<file path="config.mk">
export PLATFORM = sky130hd
export DESIGN_NAME = led_sequencer
export DESIGN_NICKNAME = d
export VERILOG_FILES = /design/src/rtl/led_sequencer.sv
export SDC_FILE = /design/constraint.sdc
export NUM_CORES = 1
export LEC_CHECK = 0
export BUFFER_PORTS_ARGS = -buffer_cell sky130_fd_sc_hd__buf_2
export CORE_MARGIN = 4
export CORE_UTILIZATION = 55
export CTS_CLUSTER_SIZE = 20
export DETAILED_ROUTE_END_ITERATION = 10
export GPL_ROUTABILITY_DRIVEN = 1
export PLACE_DENSITY = 0.76
export SYNTH_ARGS = -nofsm -noshare
export SYNTH_HDL_FRONTEND = slang
export SYNTH_SLANG_ARGS = --single-unit
</file>
<file path="constraint.sdc">
create_clock -name clk -period 6.6 [get_ports clk]
set_input_delay 1.98 -clock clk [delete_from_list [all_inputs] [get_ports clk]]
set_output_delay 1.98 -clock clk [all_outputs]
set_load 0.1 [all_outputs]
</file>
<file path="src/rtl/led_sequencer.sv">
// LED register controller: holds a 32-bit pattern and shows it static, blinking,
// or rotating, one step per PERIOD+1 cycles, with a sticky step flag and level irq.
module led_sequencer #(
    parameter int CNT_W  = 32,
    parameter int STEP_W = 16
) (
    input  logic        clk,
    input  logic        reset_n,
    input  logic [1:0]  Addr,
    input  logic [31:0] DIn,
    input  logic        WE,
    output logic [31:0] RD,
    output logic [31:0] led_light,
    output logic        irq
);

    typedef enum logic [1:0] {
        MODE_STATIC = 2'b00,
        MODE_BLINK  = 2'b01,
        MODE_ROL    = 2'b10,
        MODE_ROR    = 2'b11
    } mode_e;

    localparam logic [1:0] A_DATA   = 2'd0;
    localparam logic [1:0] A_CTRL   = 2'd1;
    localparam logic [1:0] A_PERIOD = 2'd2;
    localparam logic [1:0] A_STATUS = 2'd3;

    logic [31:0]       pattern_q,  pattern_d;
    mode_e             mode_q,     mode_d;
    logic              en_q,       en_d;
    logic              irq_en_q,   irq_en_d;
    logic [CNT_W-1:0]  period_q,   period_d;
    logic [CNT_W-1:0]  cnt_q,      cnt_d;
    logic              phase_q,    phase_d;
    logic              flag_q,     flag_d;
    logic [STEP_W-1:0] step_cnt_q, step_cnt_d;
    logic [31:0]       led_q,      led_d;
    logic              irq_q,      irq_d;

    logic wr_data, wr_ctrl, wr_period, wr_status;
    logic active, step, restart;

    assign wr_data   = WE && (Addr == A_DATA);
    assign wr_ctrl   = WE && (Addr == A_CTRL);
    assign wr_period = WE && (Addr == A_PERIOD);
    assign wr_status = WE && (Addr == A_STATUS);

    assign active  = en_q && (mode_q != MODE_STATIC);
    assign step    = active && (cnt_q == '0);
    assign restart = wr_ctrl || wr_period;

    always_comb begin
        pattern_d  = pattern_q;
        mode_d     = mode_q;
        en_d       = en_q;
        irq_en_d   = irq_en_q;
        period_d   = period_q;
        cnt_d      = cnt_q;
        phase_d    = phase_q;
        flag_d     = flag_q;
        step_cnt_d = step_cnt_q;
        led_d      = led_q;
        irq_d      = irq_q;

        if (wr_ctrl) begin
            mode_d   = mode_e'(DIn[1:0]);
            en_d     = DIn[2];
            irq_en_d = DIn[3];
        end
        if (wr_period)
            period_d = DIn[CNT_W-1:0];

        // A CTRL/PERIOD write restarts the prescaler from the (possibly new) period.
        if (restart)
            cnt_d = period_d;
        else if (step)
            cnt_d = period_q;
        else if (active)
            cnt_d = cnt_q - CNT_W'(1);

        // CPU data write beats the step engine's pattern/phase update.
        if (wr_data) begin
            pattern_d = DIn;
        end else if (step) begin
            case (mode_q)
                MODE_ROL: pattern_d = {pattern_q[30:0], pattern_q[31]};
                MODE_ROR: pattern_d = {pattern_q[0], pattern_q[31:1]};
                default:  pattern_d = pattern_q;
            endcase
        end

        if (wr_data || restart)
            phase_d = 1'b0;
        else if (step && mode_q == MODE_BLINK)
            phase_d = ~phase_q;

        // Step set has priority over the write-1-to-clear.
        if (step)
            flag_d = 1'b1;
        else if (wr_status && DIn[0])
            flag_d = 1'b0;

        if (step)
            step_cnt_d = step_cnt_q + STEP_W'(1);

        led_d = (mode_d == MODE_BLINK && phase_d) ? 32'd0 : pattern_d;
        irq_d = flag_q & irq_en_q;
    end

    always_ff @(posedge clk or negedge reset_n) begin
        if (!reset_n) begin
            pattern_q  <= '0;
            mode_q     <= MODE_STATIC;
            en_q       <= 1'b0;
            irq_en_q   <= 1'b0;
            period_q   <= '0;
            cnt_q      <= '0;
            phase_q    <= 1'b0;
            flag_q     <= 1'b0;
            step_cnt_q <= '0;
            led_q      <= '0;
            irq_q      <= 1'b0;
        end else begin
            pattern_q  <= pattern_d;
            mode_q     <= mode_d;
            en_q       <= en_d;
            irq_en_q   <= irq_en_d;
            period_q   <= period_d;
            cnt_q      <= cnt_d;
            phase_q    <= phase_d;
            flag_q     <= flag_d;
            step_cnt_q <= step_cnt_d;
            led_q      <= led_d;
            irq_q      <= irq_d;
        end
    end

    always_comb begin
        RD = 32'd0;
        if (reset_n) begin
            case (Addr)
                A_DATA:   RD = led_q;
                A_CTRL:   RD = {28'd0, irq_en_q, en_q, mode_q};
                A_PERIOD: RD = 32'(period_q);
                A_STATUS: RD = {16'(step_cnt_q), 15'd0, flag_q};
                default:  RD = 32'd0;
            endcase
        end
    end

    assign led_light = led_q;
    assign irq       = irq_q;

endmodule
</file>
# Word level (Yosys, flattened, before mapping)
# Index checks and enable logic that the tools add are counted.
# totals
elab_cells,53
reg_bits,151
ram_bits,0
latchBits,0
romBits,0
output_inout_bits,65
mem_count,0
input_bits,37
# op_classes
bitwise,2
mul,0
div,0
n_addsub,2
n_eq_ne,7
n_mux,15
order_cmp,0
reduce_logical,16
shift,0
# op_table
cell,n
32-bit two-way mux,8
32-bit one-hot mux with 4 select lines,1
32-bit one-hot mux with 2 select lines,1
32-bit logical NOT,1
32-bit by 1-bit subtractor with 32-bit output (second input constant),1
16-bit by 1-bit adder with 16-bit output (second input constant),1
1-bit logical AND,9
2-bit equality test (second input constant),4
2-bit by 1-bit equality test with 1-bit output (second input constant),3
1-bit two-way mux,4
2-bit nonzero test,2
3-bit nonzero test,1
2-bit logical NOT,1
1-bit logical OR,2
2-bit two-way mux,1
1-bit AND,1
1-bit inverter,1

# Longest topological paths before layout
# logic_depth
ltp_word,8
mapped_depth,9
ltp_nobuf,7

# Least setup slack after synthesis
# Ideal clock, no wire load.
# synth_timing
path_type,input-to-output
startpoint,input port Addr[1]
endpoint,output port RD[10]
setup_slack_ns,0.294
cell_stages,5
t_required_ns,4.620
arrival_time_ns,4.326
n_path_buf,3
cell_sequence,buf_2 buf_2 buf_1 mux2i_1 nor2_1
# synth_via
elab_chain_cells,3
word_cells_on_any_way,6
classes_between,eq/ne: 3; mux: 2; reduce/logical: 1
# synth_lines
element,line_no,source
start: declaration,9,"input logic [1:0] Addr,"
"2-bit equality test, or another cell as far along",142,case (Addr)
32-bit one-hot mux with 4 select lines *,142,
32-bit two-way mux *,141,if (reset_n) begin
end: declaration,12,"output logic [31:0] RD,"
# Every way passes the cells marked *; elsewhere a longest branch is shown, timed or not.

# Final worst setup path
# layout_timing
startpoint,input port Addr[0]
endpoint,output port RD[18]
# Same word-level chain as after synthesis.

==> run summary <==
Clock latency on the worst-skew pair, taken at its later pin, is 430 ps. STA classifies the critical path startpoint as an input port. The clock edge transition at the registers on the reported setup and hold paths came out at 60 ps. The routed design has 26.7 mm of wire. The post-synth net total came out at 961. Prior to clock tree synthesis, the placed netlist has a worst setup slack of 965 ps. The clock sink count is 151. Dominant synthesized flop cell: sky130_fd_sc_hd__dfrtp_1.

The logs give 0 for the antenna diode instance count and 0 for the reported max-cap violation count. In the post-synthesis netlist, the biggest area contributors are sky130_fd_sc_hd__dfrtp_1 43%, sky130_fd_sc_hd__mux2i_1 8.9%, sky130_fd_sc_hd__nand2_1 6.0%. The finished layout holds 1206 standard cells, fillers aside. Max-slew violation count: 0. Setup repair after global routing left no endpoint under its margin.

The final layout contains 1021 nets. VDD sags by at most 0.000226 V. The logs give 29.2% for the relative max-transition margin and 1174 for the count of placed standard cells including taps. In the synthesized netlist the async set-or-reset flop fraction comes to 100%.

For the final database, setup skew stands at 10.1 ps. The die covers 0.0179 mm². The buffer count from post-CTS setup fixing is 0, and the number of H-tree levels is 4. The tools report the number of top-level pins as 102. After the first detailed-routing iteration, the DRC count stood at 1129.

TritonCTS built the clock tree. Final setup violation count: 0. Yosys printed 0 warnings. The minimum clock period after layout was 5670 ps. The post-detailed-route via-to-cell ratio is 6.41. Post-route fraction of the period consumed by the critical path: 85.9%. Gates resized during post-CTS repair numbered 0. The total overflow left after global routing is 0.

The pin count of the biggest net entering global routing came out at 66. Summing every instance area after synthesis gives 0.00872 mm². The logs give 1 for the initial antenna violation count and 56.8% for the initial core utilization. After routing, the total negative slack on setup checks comes to 0 ps. The global-route wire length before repair was 41.8 mm; the total area of sequential cells was 0.00378 mm². The flow ran to the end, and the final reports show no timing, DRC or antenna violations.

The count of buffers added on input and output ports is 101. Yosys instantiated no cell more often than sky130_fd_sc_hd__dfrtp_1. In this run the static leakage power is 4.49 nW. The total iterations of the first detailed-routing run came out at 7. The die is 134 µm tall. The cell area reported after detailed placement was 0.00932 mm². The longest clock path from root to sink contains 2 buffers.

The synthesized design devotes to its leading area cell type 43.3% of total area. The routability congestion estimate was 1.01; the mean instance size in the synthesized netlist was 9.46 µm². The area of all placed cells without fillers came out at 0.00994 mm². For this run, design rule violations remaining after detail routing come to 0. The tools report the number of distinct library cell variants in the gate-level netlist after synthesis as 56.

The number of cells produced by synthesis came out at 922. The transition at the pin with the smallest max-transition slack is 1060 ps, and the antenna violation net count after detailed routing is 0. Of the cells placed in the final design, the portion with a size suffix greater than 1 is 20.5%. The dominant cell type by area after synthesis was sky130_fd_sc_hd__dfrtp_1. Global routing used 29.9% of the available tracks. The average wire length per cell after detail routing was 22.1 µm; the signed area change from the synthesized netlist to the final layout was 14.0%.

The via count of the first global-routing pass was 7074. The setup path with the least slack is of type in2out. The number of synthesized register bits came out at 151.

The cell chosen for the clock root was sky130_fd_sc_hd__clkbuf_16. The wire-length estimate of the detail-placed layout is 18.2 mm. At the worst endpoint, the required time is 4620 ps. Hold timing on the final database bottoms out at a slack of 479 ps.

Biggest fanout along the worst timing path: 29. The number of hold buffers added after CTS was 0. The tools report the count of endpoints failing hold in the final timing report as 0. Fill cells in the final layout number 1245.

In the synthesized netlist, the cells that appear most often are 151 x sky130_fd_sc_hd__dfrtp_1, 140 x sky130_fd_sc_hd__nand2_1, 100 x sky130_fd_sc_hd__o21ai_0. The run gives 930 ps as the smallest setup slack after layout. The worst setup path is captured at an output pin. The vias after detailed routing is 7727.

The total area inside the core boundary comes to 0.0154 mm². The width of the die was 134 µm; the multi-input gate area in the final layout was 0.00459 mm². The number of buffers inserted during clock tree synthesis was 17; the placement row count was 45. In this run the worst hold path is classified as reg2reg. Power spread over the standard cell area amounts to 359 mW/mm². Counting flops with a built-in enable in the synthesized netlist gives 0. For this run, the top clock speed supported by timing is 176 MHz. The endpoint arrival time on the critical path was 3690 ps; the sequential fraction of the synthesis area was 43.3%.
-- sequential cells by signal (all words and copies together), names as in the netlist --
register    flops
phase_q         1
en_q            1
cnt_q          32
mode_q          2
irq_en_q        1
irq             1
pattern_q      32
flag_q          1
step_cnt_q     16
led_light      32
period_q       32
-- power breakdown --
part | total [mW] | leakage (nW) | internal [mW] | switching [mW]
sequential | 1.39 | 1.87 | 1.12 | 0.272
combinational | 1.14 | 2.33 | 0.371 | 0.772
clock | 1.04 | 0.301 | 0.616 | 0.423
total | 3.57 | 4.49 | 2.10 | 1.47
-- per-stage QoR --
| stage | power [mW] | utilization, % |
|---|---|---|
| after floorplan | 2.22 | - |
| after global placement | 2.49 | 60.6 |
| after detailed placement | 2.51 | 60.6 |
| after CTS | 3.56 | 64.7 |
| after global routing | 3.73 | 64.7 |
| final | 3.57 | 64.7 |
-- critical path: stages --
cell and delay (ps):
sky130_fd_sc_hd__buf_2 420, sky130_fd_sc_hd__and2_1 480, sky130_fd_sc_hd__nand2_1 110, sky130_fd_sc_hd__o21ai_0 90, sky130_fd_sc_hd__and2_1 160, sky130_fd_sc_hd__buf_2 430
-- cell families (layout without fill, tap and decap cells) --
logic type | after synthesis | count (layout) | share of synthesized area, %
multiplexers | 115 | 115 | 13.9
adder cells (fa/ha/maj) | 2 | 2 | 0.287
buffers and inverters | 88 | 161 | 4.24
flip-flops | 151 | 151 | 43.3
AO/OA/AOI/OAI | 200 | 200 | 15.1
XOR/XNOR | 38 | 38 | 3.81
AND/OR/NAND/NOR | 328 | 328 | 19.4
-- cell type report --
| class | count | area share (%) |
|---|---|---|
| clock buffer | 18 | 4.42 |
| clock inverter | 14 | 1.87 |
| inverter | 11 | 0.415 |
| multi-input combinational | 683 | 46.2 |
| sequential | 151 | 38.0 |
| tap | 211 | 2.66 |
| timing repair buffer | 118 | 6.43 |
-- path summary, 6_finish.rpt --
| kind | start | cells after the start | endpoint | slack, ps |
|---|---|---|---|---|
| hold / removal | step_cnt_q[15] | 1 | step_cnt_q[15] | 480 |
| setup / recovery | Addr[0] | 6 | RD[18] | 930 |
| setup reg to reg | mode_q[0] | 6 | led_light[6] | 2460 |
| max in group asynchronous | reset_n | 2 | cnt_q[11] | 3930 |
| hold reg to reg | step_cnt_q[15] | 1 | step_cnt_q[15] | 480 |
| min in group asynchronous | reset_n | 1 | step_cnt_q[9] | 1480 |
-- cells in the final DEF, fill, tap and decap left out, types with 4 or more instances in the layout --
| cell type | n |
|---|---|
| sky130_fd_sc_hd__nor4_1 | 17 |
| sky130_fd_sc_hd__o21ai_0 | 99 |
| sky130_fd_sc_hd__xor2_1 | 10 |
| sky130_fd_sc_hd__a41oi_1 | 30 |
| sky130_fd_sc_hd__buf_2 | 100 |
| sky130_fd_sc_hd__o21a_1 | 5 |
| sky130_fd_sc_hd__nand2_1 | 140 |
| sky130_fd_sc_hd__nand4_1 | 9 |
| sky130_fd_sc_hd__o31a_1 | 6 |
| sky130_fd_sc_hd__clkbuf_16 | 17 |
| sky130_fd_sc_hd__nor2_1 | 32 |
| sky130_fd_sc_hd__o41ai_1 | 30 |
| sky130_fd_sc_hd__buf_4 | 17 |
| sky130_fd_sc_hd__o22ai_1 | 4 |
| sky130_fd_sc_hd__inv_1 | 11 |
| sky130_fd_sc_hd__xnor2_1 | 28 |
| sky130_fd_sc_hd__nor3_1 | 19 |
| sky130_fd_sc_hd__o21ai_1 | 5 |
| sky130_fd_sc_hd__and2_1 | 62 |
| sky130_fd_sc_hd__or3_1 | 5 |
| sky130_fd_sc_hd__mux2_2 | 36 |
| sky130_fd_sc_hd__nand3_1 | 11 |
| sky130_fd_sc_hd__inv_6 | 6 |
| sky130_fd_sc_hd__o211ai_1 | 5 |
| sky130_fd_sc_hd__mux2i_1 | 78 |
| sky130_fd_sc_hd__dfrtp_1 | 149 |
-- metal layers --
layer  up-vias  track usage [%]  part of all wire (%)
met5         -                0                 0.026
met4         2             8.34                   2.3
li1       3446                -                     -
met3        48             6.26                   9.4
met1      3816             45.1                    43
met2       415             43.6                    45
Power figures use the tool's default switching activity.
